[config.mk]
export PLATFORM = sky130hd
export DESIGN_NAME = mc_core_gen
export DESIGN_NICKNAME = d
export VERILOG_FILES = /design/src/rtl/mc_pkg.sv /design/src/rtl/mc_regfile.sv /design/src/rtl/mc_core_gen.sv
export SDC_FILE = /design/constraint.sdc
export NUM_CORES = 1
export LEC_CHECK = 0
export ABC_AREA = 1
export ABC_CLOCK_PERIOD_IN_PS = 5100
export CORE_MARGIN = 4
export CORE_UTILIZATION = 60
export CTS_CLUSTER_SIZE = 20
export DETAILED_ROUTE_END_ITERATION = 12
export PLACE_DENSITY_LB_ADDON = 0.05
export SETUP_SLACK_MARGIN = 0.05
export SYNTH_ARGS = -nofsm -noshare
export SYNTH_HDL_FRONTEND = slang
export SYNTH_SLANG_ARGS = --single-unit
[constraint.sdc]
create_clock -name clk -period 5.1 [get_ports clk]
set_input_delay 0.765 -clock clk [delete_from_list [all_inputs] [get_ports clk]]
set_output_delay 0.765 -clock clk [all_outputs]
set_load 0.03 [all_outputs]
[src/rtl/mc_pkg.sv]
// mc_pkg: opcode and FSM state encodings plus instruction-word field positions
// shared by the mc_core_gen core and its register file.
package mc_pkg;

    localparam int unsigned OPC_W  = 4;  // opcode sits in the top OPC_W bits of word1
    localparam int unsigned RD_LSB = 0;  // rd field of word1
    localparam int unsigned RS_LSB = 0;  // rs field of word2

    typedef enum logic [3:0] {
        OP_NOP  = 4'h0,
        OP_LDI  = 4'h1,
        OP_LD   = 4'h2,
        OP_ST   = 4'h3,
        OP_ADD  = 4'h4,
        OP_SUB  = 4'h5,
        OP_AND  = 4'h6,
        OP_OR   = 4'h7,
        OP_JMP  = 4'h8,
        OP_JZ   = 4'h9,
        OP_JC   = 4'hA,
        OP_HALT = 4'hF
    } opcode_e;

    typedef enum logic [2:0] {
        ST_FETCH1,
        ST_FETCH2,
        ST_EXEC,
        ST_MEM,
        ST_HALT
    } state_e;

    function automatic logic is_alu(input opcode_e op);
        return (op == OP_ADD) || (op == OP_SUB) || (op == OP_AND) || (op == OP_OR);
    endfunction

endpackage

[src/rtl/mc_regfile.sv]
// mc_regfile: NREG x DW register file, two combinational read ports,
// one synchronous write port, asynchronous active-low clear.
module mc_regfile
    import mc_pkg::*;
#(
    parameter int unsigned DW   = 8,
    parameter int unsigned NREG = 16,
    parameter int unsigned RW   = $clog2(NREG)
) (
    input  logic          clk,
    input  logic          rst_n,
    input  logic          i_we,
    input  logic [RW-1:0] i_waddr,
    input  logic [DW-1:0] i_wdata,
    input  logic [RW-1:0] i_raddr_a,
    output logic [DW-1:0] o_rdata_a,
    input  logic [RW-1:0] i_raddr_b,
    output logic [DW-1:0] o_rdata_b
);

    logic [DW-1:0] r_regs [NREG];

    always_ff @(posedge clk or negedge rst_n) begin
        if (!rst_n) begin
            for (int unsigned i = 0; i < NREG; i++) begin
                r_regs[i] <= '0;
            end
        end else if (i_we) begin
            r_regs[i_waddr] <= i_wdata;
        end
    end

    assign o_rdata_a = r_regs[i_raddr_a];
    assign o_rdata_b = r_regs[i_raddr_b];

endmodule

[src/rtl/mc_core_gen.sv]
// mc_core_gen: multi-cycle core executing two-word instructions over one memory port.
// Build option: define MC_CORE_GEN_FLAGS_EN to add Z/C flags and enable JZ/JC.
module mc_core_gen
    import mc_pkg::*;
#(
    parameter int unsigned DW   = 8,
    parameter int unsigned NREG = 16
) (
    input  logic          clk,
    input  logic          reset,
    output logic          mem_req,
    output logic          mem_we,
    output logic [DW-1:0] mem_addr,
    output logic [DW-1:0] mem_wdata,
    input  logic [DW-1:0] mem_rdata,
    input  logic          mem_ready,
    output logic [DW-1:0] pc,
    output logic          halted
);

    localparam int unsigned RW = $clog2(NREG);

    state_e        r_state, w_state_nxt;
    logic [DW-1:0] r_pc, w_pc_nxt;
    logic [DW-1:0] r_ir1, r_ir2;
    logic          w_ld_ir1, w_ld_ir2, w_req;
    opcode_e       w_op;
    logic [RW-1:0] w_rd, w_rs;
    logic [DW-1:0] w_ra, w_rb, w_alu, w_rf_wdata;
    logic          w_carry, w_rf_we, w_take_jump;
    logic          w_unused_bits;

    assign w_op = opcode_e'(r_ir1[DW-1 -: OPC_W]);
    assign w_rd = r_ir1[RD_LSB +: RW];
    assign w_rs = r_ir2[RS_LSB +: RW];

    mc_regfile #(.DW(DW), .NREG(NREG)) u_regfile (
        .clk       (clk),
        .rst_n     (reset),
        .i_we      (w_rf_we),
        .i_waddr   (w_rd),
        .i_wdata   (w_rf_wdata),
        .i_raddr_a (w_rd),
        .o_rdata_a (w_ra),
        .i_raddr_b (w_rs),
        .o_rdata_b (w_rb)
    );

    // One spare MSB carries ADD carry-out / SUB borrow.
    always_comb begin
        w_alu   = '0;
        w_carry = 1'b0;
        case (w_op)
            OP_ADD:  {w_carry, w_alu} = {1'b0, w_ra} + {1'b0, w_rb};
            OP_SUB:  {w_carry, w_alu} = {1'b0, w_ra} - {1'b0, w_rb};
            OP_AND:  w_alu = w_ra & w_rb;
            OP_OR:   w_alu = w_ra | w_rb;
            default: ;
        endcase
    end

`ifdef MC_CORE_GEN_FLAGS_EN
    logic r_z, r_c;

    always_ff @(posedge clk or negedge reset) begin
        if (!reset) begin
            r_z <= 1'b0;
            r_c <= 1'b0;
        end else if (r_state == ST_EXEC && is_alu(w_op)) begin
            r_z <= (w_alu == '0);
            r_c <= w_carry;
        end
    end

    assign w_take_jump = (w_op == OP_JMP) || (w_op == OP_JZ && r_z) || (w_op == OP_JC && r_c);
    assign w_unused_bits = ^r_ir1;
`else
    assign w_take_jump = (w_op == OP_JMP);
    assign w_unused_bits = ^{r_ir1, w_carry};
`endif

    always_comb begin
        w_state_nxt = r_state;
        w_pc_nxt    = r_pc;
        w_ld_ir1    = 1'b0;
        w_ld_ir2    = 1'b0;
        w_req       = 1'b0;
        mem_we      = 1'b0;
        mem_addr    = r_pc;
        mem_wdata   = w_ra;
        w_rf_we     = 1'b0;
        w_rf_wdata  = w_alu;
        case (r_state)
            ST_FETCH1: begin
                w_req = 1'b1;
                if (mem_ready) begin
                    w_ld_ir1    = 1'b1;
                    w_pc_nxt    = r_pc + DW'(1);
                    w_state_nxt = ST_FETCH2;
                end
            end
            ST_FETCH2: begin
                w_req = 1'b1;
                if (mem_ready) begin
                    w_ld_ir2    = 1'b1;
                    w_pc_nxt    = r_pc + DW'(1);
                    w_state_nxt = ST_EXEC;
                end
            end
            ST_EXEC: begin
                case (w_op)
                    OP_LD, OP_ST: w_state_nxt = ST_MEM;
                    OP_HALT:      w_state_nxt = ST_HALT;
                    default:      w_state_nxt = ST_FETCH1;
                endcase
                if (w_take_jump) begin
                    w_pc_nxt = r_ir2;
                end
                if (w_op == OP_LDI) begin
                    w_rf_we    = 1'b1;
                    w_rf_wdata = r_ir2;
                end else if (is_alu(w_op)) begin
                    w_rf_we = 1'b1;
                end
            end
            ST_MEM: begin
                w_req    = 1'b1;
                mem_addr = r_ir2;
                mem_we   = (w_op == OP_ST);
                if (mem_ready) begin
                    w_state_nxt = ST_FETCH1;
                    if (w_op == OP_LD) begin
                        w_rf_we    = 1'b1;
                        w_rf_wdata = mem_rdata;
                    end
                end
            end
            ST_HALT: ;
            default: w_state_nxt = ST_FETCH1;
        endcase
    end

    always_ff @(posedge clk or negedge reset) begin
        if (!reset) begin
            r_state <= ST_FETCH1;
            r_pc    <= '0;
            r_ir1   <= '0;
            r_ir2   <= '0;
        end else begin
            r_state <= w_state_nxt;
            r_pc    <= w_pc_nxt;
            if (w_ld_ir1) r_ir1 <= mem_rdata;
            if (w_ld_ir2) r_ir2 <= mem_rdata;
        end
    end

    // State already sits at FETCH1 during reset; gating keeps the request low until release.
    assign mem_req = w_req & reset;
    assign pc      = r_pc;
    assign halted  = (r_state == ST_HALT);

endmodule

### Word level (Yosys, flattened, before mapping)

Cells that the tools add are included.

| operators by class | value |
|---|---|
| add/sub/neg operators | 3 |
| equality and inequality tests | 18 |
| multiplexer cells | 33 |
| reduce and logical (&&, ||, !) cells | 11 |
| bitwise gates (word level) | 6 |
| $lt $le $gt $ge | 3 |

Operators with widths:

| cell | count |
|---|---|
| $bwmux W128 | 1 |
| $mux W8 | 11 |
| $bmux W8 S4 | 2 |
| $demux W8 S4 | 1 |
| $pmux W8 S2 | 2 |
| $pmux W8 S4 | 1 |
| $eq A4 B3 Y1 const B | 4 |
| $pmux W3 S5 | 1 |
| $ge A5 B5 Y1 const B | 2 |
| $not A4 Y5 | 2 |
| $mux W1 | 9 |
| $mux W3 | 3 |
| $add A8 B1 Y8 const B | 1 |
| $add A8 B8 Y8 | 1 |
| $and A8 B8 Y8 | 1 |
| $eq A4 B2 Y1 const B | 2 |
| $eq A4 B4 Y1 const B | 2 |
| $ne A2 B2 Y1 const B | 4 |
| $or A8 B8 Y8 | 1 |
| $sub A8 B8 Y8 | 1 |
| $eq A3 B2 Y1 const B | 2 |
| $pmux W3 S2 | 1 |
| $lt A5 B1 Y1 const B | 1 |
| $eq A4 B1 Y1 const B | 1 |
| other kinds (14) | 17 |

| word-level totals | value |
|---|---|
| register bits | 155 |
| word-level logic and storage cells | 94 |

### Longest topological paths before layout

Gate-level depths: netlist of the first run.

| depth | value |
|---|---|
| depth in word-level cells | 10 |
| gate-level depth with buffers | 26 |

### By module

A second synthesis of the first run with hierarchy kept.

| second synthesis, totals | value |
|---|---|
| cell total of the unflattened synthesis | 1473 |
| area, all modules | 9894.5 µm² |

By module, submodules not included:

| module | times used | seq. area each (µm²) | cells an instance | area each (µm²) |
|---|---|---|---|---|
| mc_regfile | 1 | 3203.1 | 1125 | 7507.2 |
| mc_core_gen | 1 | 675.6 | 348 | 2387.3 |

### Worst setup path before layout of the first run

No wires, ideal clock.

| path | value |
|---|---|
| path kind | reg-to-reg |
| start point | register r_ir2[1] |
| end point | register u_regfile.r_regs[54] (netlist name) |
| period minus slack after synthesis | 3.564 ns |
| setup slack | 1.536 ns |
| arrival time | 3.481 ns |
| setup time | 0.083 ns |
| stages on the path, launching flop included | 26 |
| cell sequence | dfrtp_1 -> buf_4 -> inv_1 -> buf_2 -> o211ai_1 -> nand3_1 -> nand3_1 -> nand2_1 -> inv_1 -> ha_1 -> or2_2 -> o21ai_0 -> inv_1 -> fa_1 -> inv_1 -> nand2_1 -> nand2_1 -> a21oi_1 -> nor2_1 -> o21ai_0 -> nand2_1 -> xnor2_1 -> o221ai_2 -> buf_2 -> nand2_1 -> o21ai_0 |

| on the way | value |
|---|---|
| word-level cells in the longest chain between the ends | 10 |
| elaborated cells between the ends (all ways) | 14 |
| those cells by class | add/sub: 2; mux: 9; bitwise: 3 |

RTL lines:

| item | line | text |
|---|---|---|
| start: declaration | mc_core_gen.sv:25 | `logic [DW-1:0] r_ir1, r_ir2;` |
| start signal: assignment | mc_core_gen.sv:153 | `if (w_ld_ir2) r_ir2 <= mem_rdata;` |
| $not A4 Y5 (implied by the code) (*) | mc_regfile.sv:34 | `assign o_rdata_b = r_regs[i_raddr_b];` |
| $bmux W8 S4 (*) | mc_regfile.sv:34 |  |
| $mux W8 (implied by the code) (*) (2 in series) | mc_regfile.sv:34 |  |
| $sub A8 B8 Y8 (tied with other cells) | mc_core_gen.sv:55 | `OP_SUB: {w_carry, w_alu} = {1'b0, w_ra} - {1'b0, w_rb};` |
| $pmux W8 S4 (*) | mc_core_gen.sv:53 | `case (w_op)` |
| $mux W8 | mc_core_gen.sv:132 | `if (w_op == OP_LD) begin` |
| $mux W8 | mc_core_gen.sv:130 | `if (mem_ready) begin` |
| $pmux W8 S2 (*) | mc_core_gen.sv:93 | `case (r_state)` |
| $bwmux W128 (*) | mc_regfile.sv:29 | `r_regs[i_waddr] <= i_wdata;` |
| end signal: indexed assignment | mc_regfile.sv:29 |  |
| end: declaration | mc_regfile.sv:21 | `logic [DW-1:0] r_regs [NREG];` |

Mark *: on every way between the ends. The rest lies on a longest branch, timed or not. The select of a mux whose other input is x is not followed.
A chain may end at the register's enable or synchronous reset.

### Final worst setup path of the first run

| path | value |
|---|---|
| start point | register r_ir2[0] |
| end point | register u_regfile.r_regs[30] (netlist name) |

Same word-level chain as after synthesis.

==> results by group, run 1 <==
STA
  • Final hold viol count: 0
  • Setup violators final: 0
  • Post-route setup slack: slightly below 0.9 ns
  • RSZ-0062 raised after global routing: no
  • Final min period: 4.23 ns
  • Sum Neg Setup Slack: 0 ns
  • Fmax: 236 MHz
  • Skew final: around 0.0090 ns
  • Final Max Tran Viols: 0
  • Rel. slew slack: about a fifth
  • Least-Margin Pin Slew: 1.20 ns
  • Crit share post-route: between 80% and 90%

GRT
  • GR Util met2: about 50%
  • All-Layer GR Usage: approximately a third
  • M1 GR Usage: 47.5%
  • GRT overflow: 0
  • Met3 usage in global routing: around 6.4%
  • Largest net degree at the start of global routing: 76
  • Gr busiest metal: met2
  • Vias in the first global route: 8884
  • Initial antenna violation count: 0
  • First-pass GRT wire length: 47500 um

Setup path
  • Critical Path Slowest Stage Cell: o221ai_2
  • Worst r2r dst: u_regfile.r_regs[30]
  • Critical path cell sequence: inv_1 > buf_4 > nand2_1 > nand3_1 > nand3_1 > nand3_1 > nand2_1 > inv_1 > ha_1 > or2_2 > o21ai_0 > inv_1 > fa_1 > inv_1 > nand2_1 > nand2_1 > a21oi_1 > nor2_1 > o21ai_0 > nand2_1 > xnor2_1 > o221ai_2 > nand2_1 > o21ai_0
  • Crit path launch type: flip-flop
  • Max incr delay on CP: around 0.61 ns
  • CP required: ~5.5 ns
  • Crit Path Category: flip-flop to flip-flop
  • CP Max Fanout: 27
  • Worst R2R Path Depth: 24
  • CP Capture Type: flip-flop
  • CP Data Arrival Time: 4.58 ns
  • Bufs and invs on worst path: 5
  • CP delay by family, top: simple AND/OR/NAND/NOR gates
  • CP Launch Point: r_ir2[0]
  • Worst R2R Start: r_ir2[0]
  • CP Depth: 24
  • Most Frequent Cell on Critical Path: nand2_1
  • R2r setup slk: 0.87 ns

CTS
  • Sink Count: 155
  • Cts bufs inserted: 17
  • Clock Tree Root: clkbuf_16
  • Post_cts resized: 0
  • Post-CTS setup buffers: 0
  • CTS max path bufs: 2
  • Worst-Skew Late Latency: 0.44 ns
  • CTS tree: done
  • Clk slew on worst S/H paths: 0.06 ns
  • # hold bufs at CTS: 0
  • H-tree levels: 4

Logic synthesis
  • Mapped Cells: approximately 1300
  • Syn Area/Cell: approximately 7.1 sq um
  • Async SR Flop Fraction: 100%
  • Post-Syn Area: about 9500 sq um
  • Post-synth EDFFs: 0
  • Seq cells post-synth: 155
  • Top FF cell, synth: dfrtp_1
  • Syn Nets: 1364
  • Sequential area share after synthesis: 40.9%
  • Post-synth cell types: 43
  • Yosys warns: 0

Routing
  • WL/cell: 18.4 um
  • DR iter-0 viols: 1330
  • Pre-Repair DR Iteration Count: 9
  • Detail Route Antenna Nets: 0
  • DRC violations left: 0
  • Routed vias/inst: 5.87
  • Vias: 9258
  • Overall routed net length: ~29000 um

Place
  • PortBufs: 37
  • DP Wirelength: 20400 um
  • Place WS: 0.985 ns
  • Placed insts: 1548
  • Gpl congestion: 1.01

Layout
  • Most common cell after layout, fill and taps aside: nand2_1
  • Post-route insts no fill: 1578
  • Fillers: between 1000 and 1500
  • Share of cells above drive strength 1: under 10%
  • Most frequent cells in the layout: 401 x nand2_1, 198 x inv_1, 166 x o21ai_0
  • NumNets Final: 1379
  • Area grow syn2layout: 10.7%
  • N_diodes: 0
  • Post-layout util: between 60% and 70%

Power
  • Max VDD drop: 433 uV
  • Power after layout: 8.01 mW
  • Pwr Density: roughly 760 nW/um^2
  • Leakage: 4.98 nW

Floorplan
  • Die ar.: 17900 sq um
  • Row count: 45
  • Die X: 134 um
  • Die height: around 130 um
  • Io pins: 38
  • Core area: 15400 sq um
  • Initial core utilization: 61.7%

Run status
  • Status: completed

Hold path
  • Hold Path Class: input port to async pin

Flow run
  • Total of max-cap violations: 0
routing by layer:
metal	vias to the layer above	wire length [um]
met5	-	0
met4	0	1210
met3	100	2430
met2	484	13200
met1	4311	12300
li1	4363	-
cells in the mapped netlist, types with 3 or more instances:
library cell    n  area share (%)
a31oi_1         3            0.20
o22ai_1        51             3.4
nor2_1         60             2.4
o21ai_0       166             8.8
nor3_4          5            0.86
nand2_1       401              16
o221ai_1        4            0.37
a21oi_1        13            0.69
ha_1           11             1.5
inv_2           9            0.36
o21ai_1        27             1.4
nor2_2          6            0.40
dfrtp_1       155              41
nand4_1         6            0.40
nor3_1          5            0.26
buf_4          15             1.2
clkbuf_1       12            0.47
a22oi_1         5            0.40
xor2_1          5            0.46
nand3_1       105             5.5
xnor2_1         5            0.46
o211ai_1       16             1.3
nor3_2          3            0.32
inv_1         198             7.8
clkinv_1        3            0.12
nor2_4          4            0.47
buf_2          27             1.4
worst reg2reg max path: stages, from the launching register on:
cell and delay, ns:
dfrtp_2 0.43, inv_1 0.08, buf_4 0.32, nand2_1 0.09, nand3_1 0.08, nand3_1 0.14
nand3_1 0.12, nand2_1 0.17, inv_1 0.11, ha_1 0.23, or2_2 0.29, o21ai_0 0.10
inv_1 0.10, fa_1 0.45, inv_1 0.07, nand2_1 0.05, nand2_1 0.05, a21oi_1 0.07
nor2_1 0.12, o21ai_0 0.09, nand2_1 0.08, xnor2_1 0.08, o221ai_2 0.61, nand2_1 0.10
o21ai_0 0.11
cell families after synthesis:
family                   after synthesis  synth area share, %
XOR/XNOR                              10                0.923
AND/OR/NAND/NOR                      603                 27.3
adder cells (fa/ha/maj)               12                 1.66
flip-flops                           155                 40.9
buffers and inverters                268                 11.7
AO/OA/AOI/OAI                        293                 17.5
registers in the layout, indices dropped and copies added (netlist names):
| signal | flops |
|---|---|
| u_regfile.r_regs | 128 |
| r_ir2 | 8 |
| r_state | 3 |
| pc | 8 |
| r_ir1 | 8 |
report_power, final:
group	switching, mW	total, mW	internal (mW)	leakage, nW
registers	0.219	1.81	1.59	1.56
clock network	0.525	1.20	0.679	0.254
logic	3.43	4.99	1.56	3.17
worst max path at each step:
stage / endpoint / slack [ns]
6_report: u_regfile.r_regs[30] / 0.87
5_1_grt: u_regfile.r_regs[30] / 0.52
4_1_cts: u_regfile.r_regs[30] / 0.96
3_5_place_dp: u_regfile.r_regs[14] / 0.98
3_3_place_gp: u_regfile.r_regs[22] / 1.11
2_1_floorplan: u_regfile.r_regs[54] / 1.54
through the flow:
| stage | hold slack [ns] | cell area, sq um |
|---|---|---|
| after global placement | 0.463 | 9960 |
| after floorplan | 0.449 | 9480 |
| after detailed placement | 0.467 | 9960 |
| after CTS | 0.250 | 10500 |
| final | 0.238 | 10500 |
| after global routing | 0.258 | 10500 |
area by class of cell:
type / instances / area, sq um / area share [%]
Multi-Input combinational cell: 918 / 4500 / 42.9
Sequential cell: 155 / 3880 / 37.0
Inverter: 210 / 788 / 7.51
Timing Repair Buffer: 54 / 524 / 4.99
Clock buffer: 20 / 447 / 4.25
Tap cell: 211 / 264 / 2.51
Clock inverter: 10 / 96.3 / 0.918
No activity file was read; power rests on OpenSTA's default activity.
==> run 2, diff against run 1 <==
- ABC_CLOCK_PERIOD_IN_PS: 5100 -> 4100
- clock period: 5.1 -> 4.1 ns (I/O delays scaled with it)
==> results by group, run 2 (synthesis gave the netlist of run 1 again) <==
Power
  • Pwr Density: 977 nW/um^2
  • Clock share of power: 15.1%
  • Max VDD drop: 607 uV
  • Sequential share of power: a little over a fifth
  • Cell internal pwr: 5.28 mW
  • NetSw: ~5.4 mW
  • Combinational Power Share: roughly 64%
  • Sw frac: 50.6%
  • Power after layout: roughly 11 mW
  • Leakage: 5.24 nW

STA
  • Sum Neg Setup Slack: 0 ns
  • Setup violators final: 0
  • Final hold viol count: 0
  • Crit share post-route: 92.5%
  • Post-route setup slack: 0.310 ns
  • Final min period: ~3.8 ns
  • Final Max Tran Viols: 0
  • Rel. slew slack: 33.4%
  • RSZ-0062 raised after global routing: no
  • Fmax: about 260 MHz
  • Least-Margin Pin Slew: ~1 ns
  • Skew final: 0.0117 ns

Setup path
  • Crit Path Category: flip-flop to flip-flop
  • Worst r2r dst: u_regfile.r_regs[95]
  • CP required: 4.42 ns
  • CP Max Fanout: 16
  • Crit path launch type: flip-flop
  • R2r setup slk: a little over 0.3 ns
  • CP Capture Type: flip-flop
  • CP Data Arrival Time: 4.11 ns
  • Worst R2R Start: r_ir1[1]
  • Worst R2R Path Depth: 21

Layout
  • Largest reg by FF count: u_regfile.r_regs
  • Most frequent cells in the layout: 400 x nand2_1, 198 x inv_1, 164 x o21ai_0
  • Share of cells above drive strength 1: 9.97%
  • Fillers: 1326
  • NumNets Final: between 1000 and 1500
  • Max FFs per register: 128
  • Most common cell after layout, fill and taps aside: nand2_1
  • Area grow syn2layout: 15.5%
  • N_diodes: 0

Floorplan
  • Io pins: 38
  • Die ar.: 17900 sq um
  • Die height: 134 um
  • Core area: around 15000 sq um
  • Initial core utilization: 61.7%
  • Die X: roughly 130 um
  • Row count: 45

GRT
  • GRT overflow: 0
  • Initial antenna violation count: 0
  • GR Util met2: 52.8%
  • Gr busiest metal: met2
  • Met3 usage in global routing: 6.87%
  • First-pass GRT wire length: 47700 um
  • Largest net degree at the start of global routing: 62
  • All-Layer GR Usage: 34.0%
  • M1 GR Usage: 47.5%
  • Vias in the first global route: 8927

Run status
  • Status: completed

CTS
  • Cts bufs inserted: 17
  • CTS tree: done
  • # hold bufs at CTS: 0
  • CTS max path bufs: 2
  • Clock Tree Root: clkbuf_16
  • Worst-Skew Late Latency: approximately 0.43 ns
  • Sink Count: 155
  • Clk slew on worst S/H paths: 0.07 ns
  • H-tree levels: 4

Place
  • DP Wirelength: between 20000 and 25000 um
  • PortBufs: 37
  • Gpl congestion: ~0.96
  • Place WS: 0.108 ns

Routing
  • Detail Route Antenna Nets: 0
  • Pre-Repair DR Iteration Count: 6
  • Overall routed net length: 29900 um
  • Vias: 9489
  • Routed vias/inst: 5.84
  • DR iter-0 viols: about 1200
  • WL/cell: 18.4 um
  • DRC violations left: 0

Flow run
  • Total of max-cap violations: 0

Hold path
  • Hold Path Class: input port to async pin
## run 2: repair_timing
| item | in CTS | in global routing |
|---|---|---|
| hold endpoints to repair | 0 | 0 |
| resized for setup | 0 | 14 |
| buffers inserted | 0 | 2 |
| setup endpoints to repair | 0 | 49 |
## run 2: how the worst max path moves through the flow
stage | from | end
6_report | r_ir1[1] | u_regfile.r_regs[95]
5_1_grt | r_ir2[0] | u_regfile.r_regs[31]
4_1_cts | r_ir2[1] | u_regfile.r_regs[14]
3_5_place_dp | r_ir2[1] | u_regfile.r_regs[14]
3_3_place_gp | r_ir2[0] | u_regfile.r_regs[70]
2_1_floorplan | r_ir2[1] | u_regfile.r_regs[54]
## run 2: cell type report
| type | count | area (sq um) | share of cell area (%) |
|---|---|---|---|
| Multi-Input combinational cell | 918 | 4530 | 41.4 |
| Clock buffer | 18 | 439 | 4.01 |
| Timing Repair Buffer | 99 | 891 | 8.13 |
| Inverter | 210 | 788 | 7.20 |
| Sequential cell | 155 | 3880 | 35.4 |
| Clock inverter | 14 | 160 | 1.46 |
| Tap cell | 211 | 264 | 2.41 |
## run 2: worst max-delay path: stages, from the launching register on
cell	delay [ns]
dfrtp_1	0.40
buf_4	0.16
nor2_2	0.04
inv_2	0.29
buf_4	0.30
o22ai_1	0.09
o21ai_0	0.24
nand4_1	0.32
ha_1	0.39
nand3b_1	0.08
nand2_1	0.08
nand2_1	0.08
nand2_1	0.07
a21oi_2	0.18
o21ai_0	0.10
a21oi_1	0.19
nand3_1	0.11
nand3_2	0.12
nand3_2	0.12
buf_12	0.18
nand2_1	0.06
nand2_1	0.05
## run 2: power by group through the flow
| stage | logic [mW] | registers, mW | clock network, mW |
|---|---|---|---|
| detailed placement | 6.41 | 2.28 | 0 |
| finish | 6.81 | 2.27 | 1.62 |
| global route | 7.40 | 2.32 | 1.70 |
| floorplan | 4.27 | 2.27 | 0 |
| CTS | 6.45 | 2.26 | 1.62 |
| global placement | 6.34 | 2.26 | 0 |
## run 2: per-layer routing
layer,wire [um],up-vias
met3,2940,89
met2,13600,538
met5,0,-
li1,-,4463
met4,971,0
met1,12400,4399
## run 2: metrics by stage
stage	hold WS [ns]	util (%)	area (sq um)	cells
after floorplan	0.319	-	9480	1341
after global placement	0.463	66.8	10300	1591
after detailed placement	0.468	66.8	10300	1591
after CTS	0.144	70.7	10900	1623
after global routing	0.154	71.3	11000	1625
final	0.117	71.3	11000	1625
==> run 3, diff against run 2 <==
- RECOVER_POWER: unset -> 100
==> results by group, run 3 (synthesis gave the netlist of run 1 again) <==
Run status
  • Status: complete, but fails checks
  • Failing checks: capacitance limit, slew limit

GRT
  • Vias in the first global route: 8927
  • All-Layer GR Usage: between 30% and 40%
  • First-pass GRT wire length: 47700 um
  • Initial antenna violation count: 0
  • GRT overflow: 0
  • Largest net degree at the start of global routing: 62

STA
  • Skew final: between 0.01 and 0.015 ns
  • Post-route setup slack: 0.288 ns
  • Final min period: 3.81 ns
  • Setup violators final: 0
  • Rel. slew slack: -66.0%
  • Final hold viol count: 0
  • Sum Neg Setup Slack: 0 ns
  • Fmax: 262 MHz
  • Worst hold margin: 0.116 ns
  • RSZ-0062 raised after global routing: no
  • Final Max Tran Viols: 46
  • Crit share post-route: 93.0%
  • Least-Margin Pin Slew: ~2.5 ns

Routing
  • Pre-Repair DR Iteration Count: 6
  • Overall routed net length: ~30000 um
  • Routed vias/inst: 5.87
  • Vias: 9532
  • DRC violations left: 0
  • DR iter-0 viols: 1208
  • Detail Route Antenna Nets: 0
  • WL/cell: 18.4 um

Setup path
  • CP Data Arrival Time: 3.20 ns
  • Crit path launch type: flip-flop
  • Worst R2R Path Depth: 13
  • CP Capture Type: primary output
  • CP Max Fanout: 17
  • CP required: 3.48 ns
  • Crit Path Category: flip-flop to primary output

Floorplan
  • Initial core utilization: just over 60%
  • Io pins: 38
  • Die ar.: 17900 sq um
  • Core area: around 15000 sq um
  • Die X: 134 um
  • Row count: 45
  • Die height: 134 um

Place
  • Place WS: 0.108 ns
  • DP Wirelength: 21600 um
  • Gpl congestion: 0.955
  • Cell Area, Placed: between 10000 and 15000 sq um
  • PortBufs: 37

CTS
  • # hold bufs at CTS: 0
  • Cts bufs inserted: 17
  • Sink Count: between 150 and 200
  • H-tree levels: 4
  • Clock Tree Root: clkbuf_16
  • Clk slew on worst S/H paths: 0.07 ns
  • CTS tree: done
  • CTS max path bufs: 2
  • Worst-Skew Late Latency: between 0.4 and 0.5 ns

Layout
  • Share of cells above drive strength 1: between 9 and 10%
  • N_diodes: 0
  • Largest reg by FF count: u_regfile.r_regs
  • Fin area: 10900 sq um
  • Most common cell after layout, fill and taps aside: nand2_1
  • Max FFs per register: 128
  • Most frequent cells in the layout: 400 x nand2_1, 200 x inv_1, 180 x o21ai_0
  • Area grow syn2layout: 15.0%
  • NumNets Final: ~1400
  • Fillers: 1331

Power
  • Max VDD drop: 605 uV
  • Power after layout: about 11 mW
  • Pwr Density: 969 nW/um^2
  • Leakage: ~5.2 nW

Flow run
  • Total of max-cap violations: 1

Hold path
  • Hold Path Class: input port to async pin
-- run 3: cell types whose count changed in the layout (fill, tap and decap cells not counted), moves of 3 or more --
cell,before,now
o21ai_1,28,12
clkbuf_1,0,4
o21ai_0,164,180
clkbuf_2,0,3
clkdlybuf4s50_1,36,12
dlygate4sd3_1,0,24
inv_2,9,6
nor2_1,60,63
buf_4,57,50
-- run 3: layer usage --
layer  vias up  share of wire (%)  GRT usage, %
met1      4442                 41          47.5
met3        94                9.5          6.87
li1       4458                  -             -
met4         0                3.5          12.0
met2       538                 46          52.8
met5         -                  0             0
-- run 3: worst paths after layout --
| check | start | endpoint | slack, ns |
|---|---|---|---|
| max | r_ir1[0] | mem_wdata[5] | 0.29 |
| min | reset | u_regfile.r_regs[33] | 0.12 |
| max reg2reg | r_state[1] | u_regfile.r_regs[111] | 0.33 |
| min reg2reg | u_regfile.r_regs[26] | u_regfile.r_regs[26] | 0.48 |
| max in group asynchronous | reset | u_regfile.r_regs[11] | 1.21 |
| min in group clk | u_regfile.r_regs[26] | u_regfile.r_regs[26] | 0.48 |
-- run 3: report_power, final --
group,internal (mW),switching (mW)
Clock,0.926,0.693
Combinational,2.27,4.41
Sequential,1.98,0.282
Total,5.18,5.38
-- run 3: worst max-delay path, cell delays in order, from the launching register on --
cell and delay (ns):
dfrtp_1 0.48, nand2_2 0.42, buf_4 0.28, buf_4 0.16, o22ai_1 0.07, o21ai_0 0.17, nand2_1 0.08, nor2_1 0.25
inv_1 0.14, dlygate4sd3_1 0.71
-- run 3: layout make-up --
type / instances / area (sq um) / share of cell area [%]
well taps: 211 / 264 / 2.42
inverters: 210 / 788 / 7.23
multi-input cells: 918 / 4500 / 41.3
clock buffers: 18 / 439 / 4.03
clock inverters: 14 / 160 / 1.47
repair buffers: 99 / 868 / 7.96
flip-flops and latches: 155 / 3880 / 35.6
-- run 3: repair_timing --
action	4_1_cts	5_1_grt
resized for setup	0	14
buffers inserted	0	2
setup endpoints to repair	0	49
-- run 3: through the flow --
step | std cells | util [%]
after floorplan | 1341 | -
after global placement | 1591 | 66.8
after detailed placement | 1591 | 66.8
after CTS | 1623 | 70.7
after global routing | 1625 | 70.9
final | 1625 | 70.9
